`src/rtl/decode_rename_dispatch_pkg.sv`:
```
// Shared types and constants for the decode/rename/dispatch front-end slice.
//   uop_pkg          : micro-op tag encoding and lane count
//   cluster_pkg      : execution cluster select plus per-uop capability/cluster maps
//   decode_table_pkg : opcode match constants used by the combinational decoder
package uop_pkg;
    localparam int MAX_UOPS = 2;

    typedef enum logic [5:0] {
        UOP_INT_ALU       = 6'd0,
        UOP_PREFIX_SELECT = 6'd1,
        UOP_ST_U8         = 6'd2,
        UOP_PACK_ADD_SAT  = 6'd3,
        UOP_CAP_JUMP      = 6'd4,
        UOP_LINK          = 6'd5,
        UOP_CAP_LOAN_END  = 6'd6,
        UOP_MEM_PREFETCH  = 6'd7,
        UOP_LR128         = 6'd8
    } uop_tag_t;
endpackage

package cluster_pkg;
    import uop_pkg::*;

    typedef enum logic [1:0] {
        CLUSTER_ALU        = 2'd0,
        CLUSTER_CAPABILITY = 2'd1,
        CLUSTER_LSQ        = 2'd2,
        CLUSTER_ASYNC      = 2'd3
    } cluster_sel_e;

    function automatic logic is_capability(uop_tag_t uop);
        case (uop)
            UOP_PREFIX_SELECT,
            UOP_CAP_JUMP,
            UOP_LINK,
            UOP_CAP_LOAN_END: return 1'b1;
            default:          return 1'b0;
        endcase
    endfunction

    function automatic cluster_sel_e cluster_of(uop_tag_t uop);
        if (is_capability(uop)) return CLUSTER_CAPABILITY;
        case (uop)
            UOP_ST_U8,
            UOP_LR128:        return CLUSTER_LSQ;
            UOP_MEM_PREFETCH: return CLUSTER_ASYNC;
            default:          return CLUSTER_ALU;
        endcase
    endfunction
endpackage

package decode_table_pkg;
    // Short form matches on bits [11:4].
    localparam logic [7:0]  SHORT_PREFIX_SELECT = 8'hEE;
    localparam logic [7:0]  SHORT_ST_U8         = 8'h89;
    // Long form selects on bits [23:20].
    localparam logic [3:0]  LONG_PACK_ADD_SAT   = 4'h5;
    localparam logic [3:0]  LONG_CAP_JUMP_LINK  = 4'h4;
    localparam logic [3:0]  LONG_MEM_PREFETCH   = 4'h6;
    localparam logic [3:0]  LONG_CAP_LOAN_END   = 4'h9;
    localparam logic [11:0] LONG_CAP_LOAN_LOW   = 12'hFF1;
    localparam logic [3:0]  LONG_LR128          = 4'hC;
endpackage

```
`src/rtl/decode_rename_dispatch_if.sv`:
```
// Bundle of the instruction input, combinational decode outputs and the
// registered rename/dispatch outputs of decode_rename_dispatch.
//   slave  : design side (drives decode/dispatch results, reads the instruction)
//   master : environment side (drives the instruction, observes everything else)
interface decode_rename_dispatch_if #(
    parameter int MAX_UOPS = 2
);
    logic [23:0]                instr_i;
    logic                       instr_is_long_i;
    uop_pkg::uop_tag_t          uop_tag0_o;
    uop_pkg::uop_tag_t          uop_tag1_o;
    logic [1:0]                 uop_count_o;
    logic                       match_valid_o;
    logic                       rename_ready_o;
    logic                       dispatch_valid_o;
    uop_pkg::uop_tag_t          dispatch_uop0_o;
    uop_pkg::uop_tag_t          dispatch_uop1_o;
    logic [1:0]                 dispatch_uop_count_o;
    logic                       dispatch_ready_o;
    logic [MAX_UOPS-1:0]        lane_is_capability_o;
    logic [2*MAX_UOPS-1:0]      lane_cluster_o;
    logic [15:0]                capability_issued_count_o;
    logic [15:0]                alu_issue_count_o;
    logic [15:0]                capability_issue_count_o;
    logic [15:0]                lsq_issue_count_o;
    logic [15:0]                async_issue_count_o;

    modport slave (
        input  instr_i, instr_is_long_i,
        output uop_tag0_o, uop_tag1_o, uop_count_o, match_valid_o,
        output rename_ready_o, dispatch_valid_o, dispatch_uop0_o, dispatch_uop1_o,
        output dispatch_uop_count_o, dispatch_ready_o,
        output lane_is_capability_o, lane_cluster_o,
        output capability_issued_count_o, alu_issue_count_o,
        output capability_issue_count_o, lsq_issue_count_o, async_issue_count_o
    );

    modport master (
        output instr_i, instr_is_long_i,
        input  uop_tag0_o, uop_tag1_o, uop_count_o, match_valid_o,
        input  rename_ready_o, dispatch_valid_o, dispatch_uop0_o, dispatch_uop1_o,
        input  dispatch_uop_count_o, dispatch_ready_o,
        input  lane_is_capability_o, lane_cluster_o,
        input  capability_issued_count_o, alu_issue_count_o,
        input  capability_issue_count_o, lsq_issue_count_o, async_issue_count_o
    );
endinterface

```
`src/rtl/decode_rename_dispatch_decode_table.sv`:
```
// Combinational instruction decoder: 12-bit short or 24-bit long form into
// up to two micro-op tags.
//   instr_i         : instruction (short form uses [11:0])
//   instr_is_long_i : 1 selects the long form
//   uop_tag0_o/1_o  : decoded tags, INT_ALU when unused
//   uop_count_o     : number of valid tags (0..2)
//   match_valid_o   : encoding recognised
module decode_table
    import uop_pkg::*;
    import decode_table_pkg::*;
(
    input  logic [23:0] instr_i,
    input  logic        instr_is_long_i,
    output uop_tag_t    uop_tag0_o,
    output uop_tag_t    uop_tag1_o,
    output logic [1:0]  uop_count_o,
    output logic        match_valid_o
);

    // Bits [19:12] carry operands that this slice never looks at.
    logic unused_operand_bits;
    assign unused_operand_bits = ^instr_i[19:12];

    always_comb begin
        uop_tag0_o    = UOP_INT_ALU;
        uop_tag1_o    = UOP_INT_ALU;
        uop_count_o   = 2'd0;
        match_valid_o = 1'b0;

        if (!instr_is_long_i) begin
            case (instr_i[11:4])
                SHORT_PREFIX_SELECT: begin
                    uop_tag0_o    = UOP_PREFIX_SELECT;
                    uop_count_o   = 2'd1;
                    match_valid_o = 1'b1;
                end
                SHORT_ST_U8: begin
                    uop_tag0_o    = UOP_ST_U8;
                    uop_count_o   = 2'd1;
                    match_valid_o = 1'b1;
                end
                default: ;
            endcase
        end else begin
            case (instr_i[23:20])
                LONG_PACK_ADD_SAT: begin
                    uop_tag0_o    = UOP_PACK_ADD_SAT;
                    uop_count_o   = 2'd1;
                    match_valid_o = 1'b1;
                end
                LONG_CAP_JUMP_LINK: begin
                    uop_tag0_o    = UOP_CAP_JUMP;
                    uop_tag1_o    = UOP_LINK;
                    uop_count_o   = 2'd2;
                    match_valid_o = 1'b1;
                end
                LONG_MEM_PREFETCH: begin
                    uop_tag0_o    = UOP_MEM_PREFETCH;
                    uop_count_o   = 2'd1;
                    match_valid_o = 1'b1;
                end
                LONG_CAP_LOAN_END: begin
                    if (instr_i[11:0] == LONG_CAP_LOAN_LOW) begin
                        uop_tag0_o    = UOP_CAP_LOAN_END;
                        uop_count_o   = 2'd1;
                        match_valid_o = 1'b1;
                    end
                end
                LONG_LR128: begin
                    uop_tag0_o    = UOP_LR128;
                    uop_count_o   = 2'd1;
                    match_valid_o = 1'b1;
                end
                default: ;
            endcase
        end
    end

endmodule

```
`src/rtl/decode_rename_dispatch.sv`:
```
// Front-end slice: combinational decode, one-entry rename register and a
// dispatch classifier with per-cluster issue counters.
//   clk_i, rst_i : clock, asynchronous active-high reset
//   bus (slave)  : instruction in; decode tags/count/match (combinational);
//                  rename_ready; registered dispatch tags/count/valid/ready;
//                  per-lane capability flag and cluster; 16-bit wrap counters
// Only MAX_UOPS = 2 is supported.
module decode_rename_dispatch
    import uop_pkg::*;
    import cluster_pkg::*;
#(
    parameter int MAX_UOPS = 2
) (
    input  logic                     clk_i,
    input  logic                     rst_i,
    decode_rename_dispatch_if.slave  bus
);

    uop_tag_t     dec_tag0;
    uop_tag_t     dec_tag1;
    logic [1:0]   dec_count;
    logic         dec_match;

    decode_table u_decode_table (
        .instr_i         (bus.instr_i),
        .instr_is_long_i (bus.instr_is_long_i),
        .uop_tag0_o      (dec_tag0),
        .uop_tag1_o      (dec_tag1),
        .uop_count_o     (dec_count),
        .match_valid_o   (dec_match)
    );

    logic                 valid_q;
    uop_tag_t             tag_q     [MAX_UOPS];
    logic [1:0]           count_q;
    logic [MAX_UOPS-1:0]  cap_q;
    logic [15:0]          cap_issued_q;
    logic [15:0]          clus_cnt_q [4];

    uop_tag_t             tag_d     [MAX_UOPS];
    logic [MAX_UOPS-1:0]  cap_d;
    logic [1:0]           cap_add;
    cluster_sel_e         lane_clus [MAX_UOPS];
    logic [1:0]           clus_inc  [4];

    logic dispatch_ready;
    logic rename_ready;
    logic accept;
    logic dispatch_fire;

    // Dispatch is never back-pressured once out of reset.
    assign dispatch_ready = !rst_i;
    assign rename_ready   = !valid_q || dispatch_ready;
    assign accept         = dec_match && rename_ready;
    assign dispatch_fire  = valid_q && dispatch_ready;

    // Rename capture values: lanes beyond the decoded count are forced idle.
    always_comb begin
        uop_tag_t dec_tag [MAX_UOPS];
        dec_tag[0] = dec_tag0;
        dec_tag[1] = dec_tag1;
        cap_add    = 2'd0;
        for (int i = 0; i < MAX_UOPS; i++) begin
            if (2'(i) < dec_count) begin
                tag_d[i] = dec_tag[i];
                cap_d[i] = is_capability(dec_tag[i]);
            end else begin
                tag_d[i] = UOP_INT_ALU;
                cap_d[i] = 1'b0;
            end
            cap_add = cap_add + {1'b0, cap_d[i]};
        end
    end

    // Per-lane cluster routing and per-cluster issue increments.
    always_comb begin
        for (int c = 0; c < 4; c++) begin
            clus_inc[c] = 2'd0;
        end
        for (int i = 0; i < MAX_UOPS; i++) begin
            lane_clus[i] = CLUSTER_ALU;
            if (valid_q && (2'(i) < count_q)) begin
                lane_clus[i] = cluster_of(tag_q[i]);
                clus_inc[lane_clus[i]] = clus_inc[lane_clus[i]] + 2'd1;
            end
        end
    end

    always_ff @(posedge clk_i or posedge rst_i) begin
        if (rst_i) begin
            valid_q      <= 1'b0;
            count_q      <= 2'd0;
            cap_q        <= '0;
            cap_issued_q <= 16'd0;
            for (int i = 0; i < MAX_UOPS; i++) begin
                tag_q[i] <= UOP_INT_ALU;
            end
            for (int c = 0; c < 4; c++) begin
                clus_cnt_q[c] <= 16'd0;
            end
        end else begin
            if (accept) begin
                valid_q      <= 1'b1;
                count_q      <= dec_count;
                cap_q        <= cap_d;
                cap_issued_q <= cap_issued_q + 16'(cap_add);
                for (int i = 0; i < MAX_UOPS; i++) begin
                    tag_q[i] <= tag_d[i];
                end
            end else if (dispatch_fire) begin
                valid_q <= 1'b0;
                count_q <= 2'd0;
                cap_q   <= '0;
                for (int i = 0; i < MAX_UOPS; i++) begin
                    tag_q[i] <= UOP_INT_ALU;
                end
            end
            if (dispatch_fire) begin
                for (int c = 0; c < 4; c++) begin
                    clus_cnt_q[c] <= clus_cnt_q[c] + 16'(clus_inc[c]);
                end
            end
        end
    end

    always_comb begin
        bus.lane_cluster_o = '0;
        for (int i = 0; i < MAX_UOPS; i++) begin
            bus.lane_cluster_o[2*i +: 2] = lane_clus[i];
        end
    end

    assign bus.uop_tag0_o                = dec_tag0;
    assign bus.uop_tag1_o                = dec_tag1;
    assign bus.uop_count_o               = dec_count;
    assign bus.match_valid_o             = dec_match;
    assign bus.rename_ready_o            = rename_ready;
    assign bus.dispatch_ready_o          = dispatch_ready;
    assign bus.dispatch_valid_o          = valid_q;
    assign bus.dispatch_uop0_o           = tag_q[0];
    assign bus.dispatch_uop1_o           = tag_q[1];
    assign bus.dispatch_uop_count_o      = count_q;
    assign bus.lane_is_capability_o      = cap_q;
    assign bus.capability_issued_count_o = cap_issued_q;
    assign bus.alu_issue_count_o         = clus_cnt_q[0];
    assign bus.capability_issue_count_o  = clus_cnt_q[1];
    assign bus.lsq_issue_count_o         = clus_cnt_q[2];
    assign bus.async_issue_count_o       = clus_cnt_q[3];

endmodule

```
`src/flat_wrapper.sv`:
```
// flat-port wrapper written by rule: the top's interface ports become plain ports
module decode_rename_dispatch_flat import uop_pkg::*; import cluster_pkg::*;
#(
    parameter int MAX_UOPS = 2
)
  (clk_i, rst_i, bus_instr_i, bus_instr_is_long_i, bus_uop_tag0_o, bus_uop_tag1_o, bus_uop_count_o, bus_match_valid_o, bus_rename_ready_o, bus_dispatch_valid_o, bus_dispatch_uop0_o, bus_dispatch_uop1_o, bus_dispatch_uop_count_o, bus_dispatch_ready_o, bus_lane_is_capability_o, bus_lane_cluster_o, bus_capability_issued_count_o, bus_alu_issue_count_o, bus_capability_issue_count_o, bus_lsq_issue_count_o, bus_async_issue_count_o);
  decode_rename_dispatch_if #(.MAX_UOPS(MAX_UOPS)) bus_i ();
  input  logic clk_i;
  input  logic rst_i;
  input wire logic [$bits(bus_i.instr_i)-1:0] bus_instr_i;
  input wire logic [$bits(bus_i.instr_is_long_i)-1:0] bus_instr_is_long_i;
  output wire logic [$bits(bus_i.uop_tag0_o)-1:0] bus_uop_tag0_o;
  output wire logic [$bits(bus_i.uop_tag1_o)-1:0] bus_uop_tag1_o;
  output wire logic [$bits(bus_i.uop_count_o)-1:0] bus_uop_count_o;
  output wire logic [$bits(bus_i.match_valid_o)-1:0] bus_match_valid_o;
  output wire logic [$bits(bus_i.rename_ready_o)-1:0] bus_rename_ready_o;
  output wire logic [$bits(bus_i.dispatch_valid_o)-1:0] bus_dispatch_valid_o;
  output wire logic [$bits(bus_i.dispatch_uop0_o)-1:0] bus_dispatch_uop0_o;
  output wire logic [$bits(bus_i.dispatch_uop1_o)-1:0] bus_dispatch_uop1_o;
  output wire logic [$bits(bus_i.dispatch_uop_count_o)-1:0] bus_dispatch_uop_count_o;
  output wire logic [$bits(bus_i.dispatch_ready_o)-1:0] bus_dispatch_ready_o;
  output wire logic [$bits(bus_i.lane_is_capability_o)-1:0] bus_lane_is_capability_o;
  output wire logic [$bits(bus_i.lane_cluster_o)-1:0] bus_lane_cluster_o;
  output wire logic [$bits(bus_i.capability_issued_count_o)-1:0] bus_capability_issued_count_o;
  output wire logic [$bits(bus_i.alu_issue_count_o)-1:0] bus_alu_issue_count_o;
  output wire logic [$bits(bus_i.capability_issue_count_o)-1:0] bus_capability_issue_count_o;
  output wire logic [$bits(bus_i.lsq_issue_count_o)-1:0] bus_lsq_issue_count_o;
  output wire logic [$bits(bus_i.async_issue_count_o)-1:0] bus_async_issue_count_o;
  assign bus_i.instr_i = bus_instr_i;
  assign bus_i.instr_is_long_i = bus_instr_is_long_i;
  assign bus_uop_tag0_o = bus_i.uop_tag0_o;
  assign bus_uop_tag1_o = bus_i.uop_tag1_o;
  assign bus_uop_count_o = bus_i.uop_count_o;
  assign bus_match_valid_o = bus_i.match_valid_o;
  assign bus_rename_ready_o = bus_i.rename_ready_o;
  assign bus_dispatch_valid_o = bus_i.dispatch_valid_o;
  assign bus_dispatch_uop0_o = bus_i.dispatch_uop0_o;
  assign bus_dispatch_uop1_o = bus_i.dispatch_uop1_o;
  assign bus_dispatch_uop_count_o = bus_i.dispatch_uop_count_o;
  assign bus_dispatch_ready_o = bus_i.dispatch_ready_o;
  assign bus_lane_is_capability_o = bus_i.lane_is_capability_o;
  assign bus_lane_cluster_o = bus_i.lane_cluster_o;
  assign bus_capability_issued_count_o = bus_i.capability_issued_count_o;
  assign bus_alu_issue_count_o = bus_i.alu_issue_count_o;
  assign bus_capability_issue_count_o = bus_i.capability_issue_count_o;
  assign bus_lsq_issue_count_o = bus_i.lsq_issue_count_o;
  assign bus_async_issue_count_o = bus_i.async_issue_count_o;
  decode_rename_dispatch #(.MAX_UOPS(MAX_UOPS)) u_core (.clk_i(clk_i), .rst_i(rst_i), .bus(bus_i));
endmodule
```
`config.mk`:
```
export PLATFORM = sky130hd
export DESIGN_NAME = decode_rename_dispatch_flat
export DESIGN_NICKNAME = d
export VERILOG_FILES = /design/src/rtl/decode_rename_dispatch_pkg.sv /design/src/rtl/decode_rename_dispatch_if.sv /design/src/rtl/decode_rename_dispatch_decode_table.sv /design/src/rtl/decode_rename_dispatch.sv /design/src/flat_wrapper.sv
export SDC_FILE = /design/constraint.sdc
export NUM_CORES = 1
export LEC_CHECK = 0
export CORE_MARGIN = 4
export CORE_UTILIZATION = 46
export DETAILED_ROUTE_END_ITERATION = 10
export PLACE_DENSITY = 0.89
export SLEW_MARGIN = 0
export SYNTH_ARGS = -nofsm -noshare
export SYNTH_HDL_FRONTEND = slang
export SYNTH_SLANG_ARGS = --single-unit
```
`constraint.sdc`:
```
create_clock -name clk_i -period 5.4 [get_ports clk_i]
set_clock_uncertainty 0.1 [all_clocks]
set_input_delay 1.62 -clock clk_i [delete_from_list [all_inputs] [get_ports clk_i]]
set_output_delay 1.62 -clock clk_i [all_outputs]
set_load 0.02 [all_outputs]
```
## Word-level counts from Yosys, hierarchy flattened

Cells that the tools add are included.

- Reductions and logical operators: 19
- Equality and inequality tests: 30
- Add/subtract/negate cells: 8
- Muxes and demuxes: 58
- Magnitude comparators: 8
- Bitwise operators: 3

Operator list:

| cell | number |
|---|---|
| $add A16 B2 Y16 | 5 |
| $eq A6 B3 Y1 const B | 11 |
| $mux W2 | 18 |
| $mux W12 | 2 |
| $pmux W4 S5 | 1 |
| $reduce_or A4 Y1 | 5 |
| $mux W1 | 19 |
| $eq A6 B1 Y1 const B | 3 |
| $eq A8 B8 Y1 const B | 2 |
| $mux W8 | 2 |
| $eq A12 B12 Y1 const B | 1 |
| $eq A4 B3 Y1 const B | 3 |
| $eq A6 B2 Y1 const B | 2 |
| $eq A6 B4 Y1 const B | 2 |
| $mux W3 | 4 |
| $mux W6 | 2 |
| $pmux W2 S2 | 3 |
| $eq A3 B3 Y1 const B | 3 |
| $and A8 B8 Y8 | 1 |
| $bmux W2 S2 | 2 |
| $bwmux W8 | 1 |
| $demux W2 S2 | 2 |
| $eq A4 B4 Y1 const B | 2 |
| $lt A1 B2 Y1 const A | 4 |
| other kinds (14) | 26 |

- Logic and storage cells: 136
- Register bits after elaboration: 97
- Output and inout bits: 118

## Longest topological paths before layout

Gate-level depths: netlist of run 1.

- Depth in word-level cells: 22
- Depth in mapped cells: 14
- Mapped depth without buffers: 13

## By module

A second synthesis of run 1 with hierarchy kept.

- Cell total of the unflattened synthesis: 475
- Area total of the unflattened synthesis: 4934.7 µm²

By module, submodules not included:

| module | area an instance (µm²) | cells an instance | seq. area each (µm²) | times used |
|---|---|---|---|---|
| decode_rename_dispatch | 4653.2 | 435 | 2427.3 | 1 |
| decode_table | 281.5 | 40 | 0.0 | 1 |

## Worst setup path before layout of run 1

Ideal clock, no wire load.

- Path kind: in2out
- Start: input port rst_i
- End: output port bus_dispatch_ready_o
- Arrival time: 3547 ps
- Setup slack: 133 ps
- Buffers on the path: 0
- Stages: 1
- Cell sequence: inv_1

- Cells in the longest elaborated chain, start to end: 1

Ends and longest elaborated chain:

| element | RTL line | source |
|---|---|---|
| start: declaration | flat_wrapper.sv:9 | `input logic rst_i;` |
| $logic_not A1 Y1 | decode_rename_dispatch.sv:52 | `assign dispatch_ready = !rst_i;` |
| end: declaration | flat_wrapper.sv:21 | `output wire logic [$bits(bus_i.dispatch_ready_o)-1:0] bus_dispatch_ready_o;` |

No other way between the ends.

## Final worst setup path of run 1

- Start: input port bus_instr_i[5]
- End: output port bus_match_valid_o

- Cells in the longest elaborated chain, start to end: 4
- Elaborated cells between the ends (all ways): 8

Ends and longest elaborated chain:

| element | RTL line | source |
|---|---|---|
| start: declaration | flat_wrapper.sv:10 | `input wire logic [$bits(bus_i.instr_i)-1:0] bus_instr_i;` |
| $eq A12 B12 Y1 or $eq A8 B8 Y1 (tied branches) | decode_rename_dispatch_decode_table.sv:63, decode_rename_dispatch_decode_table.sv:31 |  |
| $mux W1 or $reduce_or A2 Y1 (tied branches) | - |  |
| $pmux W1 S2 or $mux W1 (tied branches) | decode_rename_dispatch_decode_table.sv:45, decode_rename_dispatch_decode_table.sv:31 |  |
| $mux W1 (*) | decode_rename_dispatch_decode_table.sv:30 | `if (!instr_is_long_i) begin` |
| end: declaration | flat_wrapper.sv:15 | `output wire logic [$bits(bus_i.match_valid_o)-1:0] bus_match_valid_o;` |

Every way passes the cells marked *; elsewhere a longest branch is shown, timed or not.

==> results by group, run 1 <==
Place
  • Placed Area: 5750 um^2
  • GP Congestion: 0.810
  • I/O Buffers: ~120
  • HPWL after DPL: 7500 um

Yosys
  • Synth top area share: 50.0%
  • Register area share after synthesis: 50.0%
  • Biggest area consumer among synthesized cells: dfrtp_1
  • Ys Warns: 0
  • Seq cells post-synth: a little under 90
  • Synth cell types: 41
  • Syn avg cell area: 10.3 um^2
  • Mapped cell area: around 4400 um^2
  • Top post-synthesis cells by area: dfrtp_1 (50%), xnor2_1 (12%), nand2_1 (5.6%)
  • Synthesized instance count: 428

Die
  • Placeable Area: around 9300 um^2
  • Core Rows: 35
  • DIE HEIGHT: 106 um
  • Top-level I/O count: 145
  • Initial Util: ~47%
  • Die W: 106 um
  • Die footprint: 11200 um^2

Clock tree
  • Root Driver: clkbuf_8
  • Clk buf depth: 2
  • Worst-Skew Late Latency: between 0.3 and 0.4 ns
  • CTS sink count: 88
  • CTS buffer count: 9
  • Worst-path clk slew: 0.09 ns
  • CTS H-tree lvls: 3
  • CTS tree: built

Power and ir drop
  • Pwr Density: 243 nW/um^2
  • Max IR drop VDD: 0.000167 V
  • Leak: 2.76 nW

Cells and area
  • Layout cell share with drive strength beyond 1: under 10%
  • FF+latch area: 2200 um^2
  • N_diodes: 0
  • Fin area: 5980 um^2
  • Area growth syn-to-layout: 35.7%
  • Final net count: 597
  • Layout fillers: 764
  • Area of the multi-input gates: 2020 um^2

Global routing
  • Largest net degree at the start of global routing: 89
  • First-pass GRT wire length: 16700 um
  • GRT Residual Overflow: 0
  • Via count of the first global-routing pass: 3568
  • Total GRT Usage: 18.1%
  • Antenna violations before repair: 0

Worst setup path
  • Required @ worst endpoint: 3.68 ns
  • Crit path kind: in -> out
  • Worst Setup End Kind: output port
  • Worst-case reg-to-reg path depth: 13
  • CP arrival: between 3 and 4 ns
  • Crit-path max FO: 3
  • Worst Setup Start Kind: primary input

Drt
  • DR vias: 3445
  • Vias/cell: 4.98
  • WL final: 9820 um
  • First-pass DRT Iterations: 4
  • Remaining routing DRC violations: 0
  • WL per Instance: 14.2 um
  • Antenna Violating Nets Remaining: 0
  • Drt first-iter violations: 102

Job
  • MaxCap Viol Count: 0

STA
  • Endpoints failing hold: 0
  • Final Critical Period: 5.18 ns
  • Fin crit share: 95.9%
  • Slew @ Worst Pin: between 1 and 1.5 ns
  • Fmax: about 190 MHz
  • Final setup viols: 0
  • Final TNS setup: 0 ns
  • Slew HR: 27.8%
  • Slew Viols, Final: 0
  • RSZ-0062 raised after global routing: false

Min path
  • Worst hold path class: reg -> reg
  • Min-Delay Path Depth: 1

Outcome
  • Status: finished, final reports clean
[flip-flops by register name, summed over array words and instances, names as in the netlist]
register                              count
u_core.bus.dispatch_uop_count_o           1
u_core.bus.lsq_issue_count_o             16
u_core.bus.alu_issue_count_o             16
u_core.bus.dispatch_uop1_o                1
u_core.bus.dispatch_uop0_o                4
u_core.bus.dispatch_valid_o               1
u_core.bus.capability_issue_count_o      16
u_core.bus.capability_issued_count_o     16
u_core.bus.async_issue_count_o           16
u_core.bus.lane_is_capability_o           1
[per-stage QoR]
stage          hold slack (ns)  std cells  total power [mW]  utilization, %  worst slack (ns)
2_1_floorplan            0.478        442             0.877               -             0.133
3_3_place_gp             0.358        675             0.977            61.9            0.0300
3_5_place_dp             0.364        675             0.991            61.9          -0.00659
4_1_cts                  0.381        691              1.48            64.3            0.0153
5_1_grt                  0.402        692              1.53            64.4             0.124
6_report                 0.377        692              1.46            64.4             0.219
[where the power goes]
group	switching, mW	internal, mW
Combinational	0.134	0.113
Clock	0.247	0.234
Sequential	0.0393	0.688
Total	0.421	1.03
[path summary, 6_finish.rpt]
path / startpoint / to / slack, ns
min reg2reg: u_core.bus.lsq_issue_count_o[15] / u_core.bus.lsq_issue_count_o[15] / 0.38
max in group asynchronous: rst_i / u_core.bus.capability_issue_count_o[0] / 2.43
max reg2reg: u_core.bus.dispatch_uop0_o[0] / u_core.bus.capability_issue_count_o[14] / 2.54
min: u_core.bus.lsq_issue_count_o[15] / u_core.bus.lsq_issue_count_o[15] / 0.38
max: bus_instr_i[5] / bus_match_valid_o / 0.22
min in group asynchronous: rst_i / u_core.bus.alu_issue_count_o[4] / 2.07
[metal layers]
metal	track usage, %	routed length, um	up-vias
li1	-	-	1679
met1	21.9	4320	1650
met2	31.7	4840	103
met3	5.10	533	13
met4	4.53	129	0
met5	0	0	-
[repair_timing]
action	4_1_cts	5_1_grt
pin swaps	0	2
hold buffers	0	0
resized for setup	2	3
buffers inserted	0	1
endpoints found under the setup margin	2	3
[cells by family after synthesis]
family | synth area share (%)
and+or+nand+nor | 21.2
DFF | 50.0
xor gates and xnor gates | 14.3
buffers and inverters | 5.56
AOI/OAI and AO/OA | 3.78
adders and majority gates | 3.92
muxes | 1.22
other | 0.0851
[cells in the mapped netlist]
| cell type | number |
|---|---|
| nand4_1 | 19 |
| nand4bb_1 | 2 |
| nor3b_2 | 1 |
| o21ai_1 | 2 |
| o22ai_1 | 1 |
| dfrtp_1 | 88 |
| a21oi_1 | 8 |
| clkbuf_1 | 8 |
| nand3_1 | 26 |
| o21a_1 | 1 |
| buf_6 | 1 |
| or4b_1 | 1 |
| o211ai_1 | 1 |
| nor3_1 | 5 |
| mux2i_1 | 2 |
| nor2_1 | 23 |
| xor2_1 | 13 |
| fa_1 | 3 |
| buf_2 | 4 |
| o221ai_1 | 1 |
| o21ai_0 | 8 |
| inv_1 | 13 |
| and2_1 | 3 |
| nor4b_2 | 1 |
| nor2b_1 | 4 |
| o211a_1 | 1 |
| conb_1 | 1 |
| xnor2_1 | 59 |
| nor4b_1 | 1 |
| and2_0 | 1 |
| o32ai_1 | 1 |
| nand2b_1 | 2 |
| and3_1 | 15 |
| mux2_2 | 3 |
| nand4b_1 | 1 |
| nand2_1 | 66 |
| ha_1 | 9 |
| a32oi_4 | 1 |
| and4bb_1 | 1 |
| and4_1 | 9 |
| buf_4 | 18 |
[cell type report]
class | instances | area share (%)
Clock inverter | 6 | 1.25
Timing Repair Buffer | 136 | 22.3
Clock buffer | 10 | 2.30
Multi-Input combinational cell | 310 | 33.8
Inverter | 13 | 0.836
Sequential cell | 88 | 36.8
Tap cell | 129 | 2.70
[critical path, cell delays in order]
cell	delay [ns]
clkdlybuf4s50_1	0.51
nand4_1	0.23
nor4b_4	0.39
o21ai_1	0.13
and2_1	0.18
nand2_1	0.06
dlygate4sd2_1	0.33
[placed cells by master, fill, tap and decap left out, drive strengths merged, types with 2 or more instances in the layout]
cell and count:
a21oi 8, and2 4, and3 15, and4 9
buf 13, clkbuf 10, clkdlybuf4s50 119, clkinv 2
conb 15, dfrtp 88, dlymetal6s2s 3, fa 3
ha 9, inv 15, mux2 3, mux2i 2
nand2 66, nand2b 2, nand3 26, nand4 19
nand4bb 2, nor2 23, nor2b 4, nor3 5
nor4b 2, o21ai 10, xnor2 59, xor2 13
Power figures use the tool's default switching activity.
==> inputs of run 2 (changes only) <==
- PLACE_DENSITY: 0.89 -> 0.85
==> results by group, run 2 (synthesis results as in run 1) <==
Worst setup path
  • Crit path kind: in -> out (unchanged)
  • R2R setup slack: 2.56 ns (was 2.54 ns)
  • Worst-case reg-to-reg path depth: 13 (unchanged)
  • RR Startpoint: u_core.bus.dispatch_uop0_o[0] (unchanged)
  • Crit-path max FO: 3 (unchanged)
  • CP arrival: 3.55 ns (was 3.46 ns)
  • Worst Setup Start Kind: primary input (unchanged)
  • Worst Setup End Kind: output port (unchanged)
  • Required @ worst endpoint: 3.68 ns (about the same)
  • Reg2reg end: u_core.bus.capability_issue_count_o[14] (unchanged)

Die
  • DIE HEIGHT: 106 um (unchanged)
  • Initial Util: 47.5% (unchanged)
  • Core Rows: 35 (unchanged)
  • Placeable Area: 9280 um^2 (unchanged)
  • Top-level I/O count: 145 (unchanged)
  • Die W: 106 um (unchanged)
  • Die footprint: 11200 um^2 (unchanged)

Drt
  • Vias/cell: 5.00 (was 4.98)
  • DR vias: 3453 (was 3445)
  • First-pass DRT Iterations: 4 (unchanged)
  • Remaining routing DRC violations: 0 (unchanged)
  • Antenna Violating Nets Remaining: 0 (unchanged)
  • WL per Instance: 14.1 um (was 14.2 um)
  • Drt first-iter violations: 100 (was 102)
  • WL final: 9720 um (was 9820 um)

STA
  • Fmax: 190 MHz (was 193 MHz)
  • Fin crit share: 97.7% (was 95.9%)
  • Slew Viols, Final: 0 (unchanged)
  • Slew @ Worst Pin: 1.10 ns (was 1.08 ns)
  • Final setup viols: 0 (unchanged)
  • Final Critical Period: 5.27 ns (was 5.18 ns)
  • Slew HR: 26.7% (was 27.8%)
  • Endpoints failing hold: 0 (unchanged)
  • Worst setup margin: 0.125 ns (was 0.219 ns)

Place
  • I/O Buffers: 123 (unchanged)
  • GP Congestion: 0.802 (was 0.810)
  • HPWL after DPL: 7310 um (was 7500 um)
  • Worst slack, placed: 0.00405 ns (was -0.00659 ns)

Global routing
  • GRT Max-Usage Layer: met2 (unchanged)
  • Met3 Resource Use GR: 5.16% (was 5.10%)
  • Via count of the first global-routing pass: 3341 (was 3568)
  • Largest net degree at the start of global routing: 89 (unchanged)
  • Antenna violations before repair: 0 (unchanged)
  • Global routing usage on met1: 21.7% (was 21.9%)
  • First-pass GRT wire length: 15900 um (was 16700 um)
  • GRT Residual Overflow: 0 (unchanged)
  • Total GRT Usage: 17.4% (was 18.1%)
  • M2 GR Usage: 30.1% (was 31.7%)

Cells and area
  • Final net count: 596 (was 597)
  • Final core area utilization: 64.1% (was 64.4%)
  • Area growth syn-to-layout: 34.9% (was 35.7%)
  • N_diodes: 0 (unchanged)
  • Layout cell share with drive strength beyond 1: 6.23% (was 6.39%)
  • Most frequent cells in the layout: clkdlybuf4s50_1 (120), dfrtp_1 (88), nand2_1 (66), xnor2_1 (59), nand3_1 (26) (was clkdlybuf4s50_1 (119), dfrtp_1 (88), nand2_1 (66), xnor2_1 (59), nand3_1 (26))
  • Commonest non-fill, non-tap cell in the layout: clkdlybuf4s50_1 (unchanged)

Clock tree
  • CTS sink count: 88 (unchanged)
  • Root Driver: clkbuf_8 (unchanged)
  • Post-CTS setup buffer count: 0 (unchanged)
  • CTS H-tree lvls: 3 (unchanged)
  • Worst-Skew Late Latency: 0.35 ns (about the same)
  • Worst-path clk slew: 0.09 ns (about the same)
  • CTS buffer count: 9 (unchanged)
  • CTS tree: built (unchanged)
  • Clk buf depth: 2 (unchanged)

Job
  • MaxCap Viol Count: 0 (unchanged)

Outcome
  • Status: finished, final reports clean (unchanged)

Min path
  • Hold_sp: u_core.bus.alu_issue_count_o[15] (was u_core.bus.lsq_issue_count_o[15])
  • Hold Crit Endpoint: u_core.bus.alu_issue_count_o[15] (was u_core.bus.lsq_issue_count_o[15])
  • Worst hold path class: reg -> reg (unchanged)
  • Min-Delay Path Depth: 1 (unchanged)

Power and ir drop
  • Leak: 2.73 nW (was 2.76 nW)
  • Max IR drop VDD: 0.000160 V (was 0.000167 V)
  • Pwr Density: 237 nW/um^2 (was 243 nW/um^2)
-- run 2: cell types whose count changed in the layout (fill, tap and decap cells not counted), sizes merged --
cell           change
buf                -1
bufinv             -1
clkdlybuf4s50      +1
dlymetal6s2s       -1
inv                +1
-- run 2: worst max path at each step --
stage | cells after the start | to | from | slack, ns
global route | 6 | bus_uop_tag0_o[2] | bus_instr_i[22] | -0.01
CTS | 7 | bus_uop_count_o[0] | bus_instr_i[6] | 0.02
global placement | 7 | bus_match_valid_o | bus_instr_i[4] | 0.02
floorplan | 1 | bus_dispatch_ready_o | rst_i | 0.13
detailed placement | 7 | bus_match_valid_o | bus_instr_i[6] | 0.004
finish | 6 | bus_uop_tag0_o[2] | bus_instr_i[5] | 0.13
-- run 2: worst max-delay path, cell delays in order --
cell             delay (ns)
clkdlybuf4s50_1        0.50
nand4_1                0.19
nor4b_4                0.31
o221ai_1               0.20
inv_1                  0.11
clkdlybuf4s50_1        0.60
-- run 2: repair_timing --
item / 4_1_cts / 5_1_grt
setup endpoints to repair: 1 / 3
resized for setup: 1 / 3
hold buffers: 0 / 0
-- run 2: metrics by stage --
stage / cells / total power [mW] / hold WS, ns / cell area [um^2] / TNS (ns)
6_report: 691 / 1.41 / 0.373 / 5950 / 0
5_1_grt: 691 / 1.48 / 0.388 / 5950 / -0.0122
4_1_cts: 691 / 1.43 / 0.379 / 5930 / 0
3_5_place_dp: 675 / 0.988 / 0.363 / 5750 / 0
3_3_place_gp: 675 / 0.979 / 0.358 / 5750 / 0
2_1_floorplan: 442 / 0.877 / 0.478 / 4460 / 0
-- run 2: layout make-up --
class / instances / area (um^2)
clock buffers: 10 / 138
clock inverters: 6 / 50.0
fillers: 756 / 3340
inverters: 13 / 50.0
multi-input cells: 310 / 2020
flip-flops and latches: 88 / 2200
well taps: 129 / 161
repair buffers: 135 / 1330
-- run 2: where the power goes --
| group | leakage [nW] | internal, mW | total (mW) | switching, mW |
|---|---|---|---|---|
| combinational | 1.42 | 0.113 | 0.247 | 0.134 |
| clock | 0.0956 | 0.187 | 0.434 | 0.246 |
| sequential | 1.21 | 0.688 | 0.728 | 0.0398 |
-- run 2: per-layer routing --
metal | share of wire (%) | routed length, um
met1 | 43 | 4190
met2 | 50 | 4820
met3 | 6.1 | 595
met4 | 1.1 | 105
met5 | 0 | 0
==> inputs of run 3 (changes only) <==
- HOLD_SLACK_MARGIN: not set -> 0.12
==> results of run 3 <==
Same layout as run 2: the final DEF is identical, and so are final timing and power.
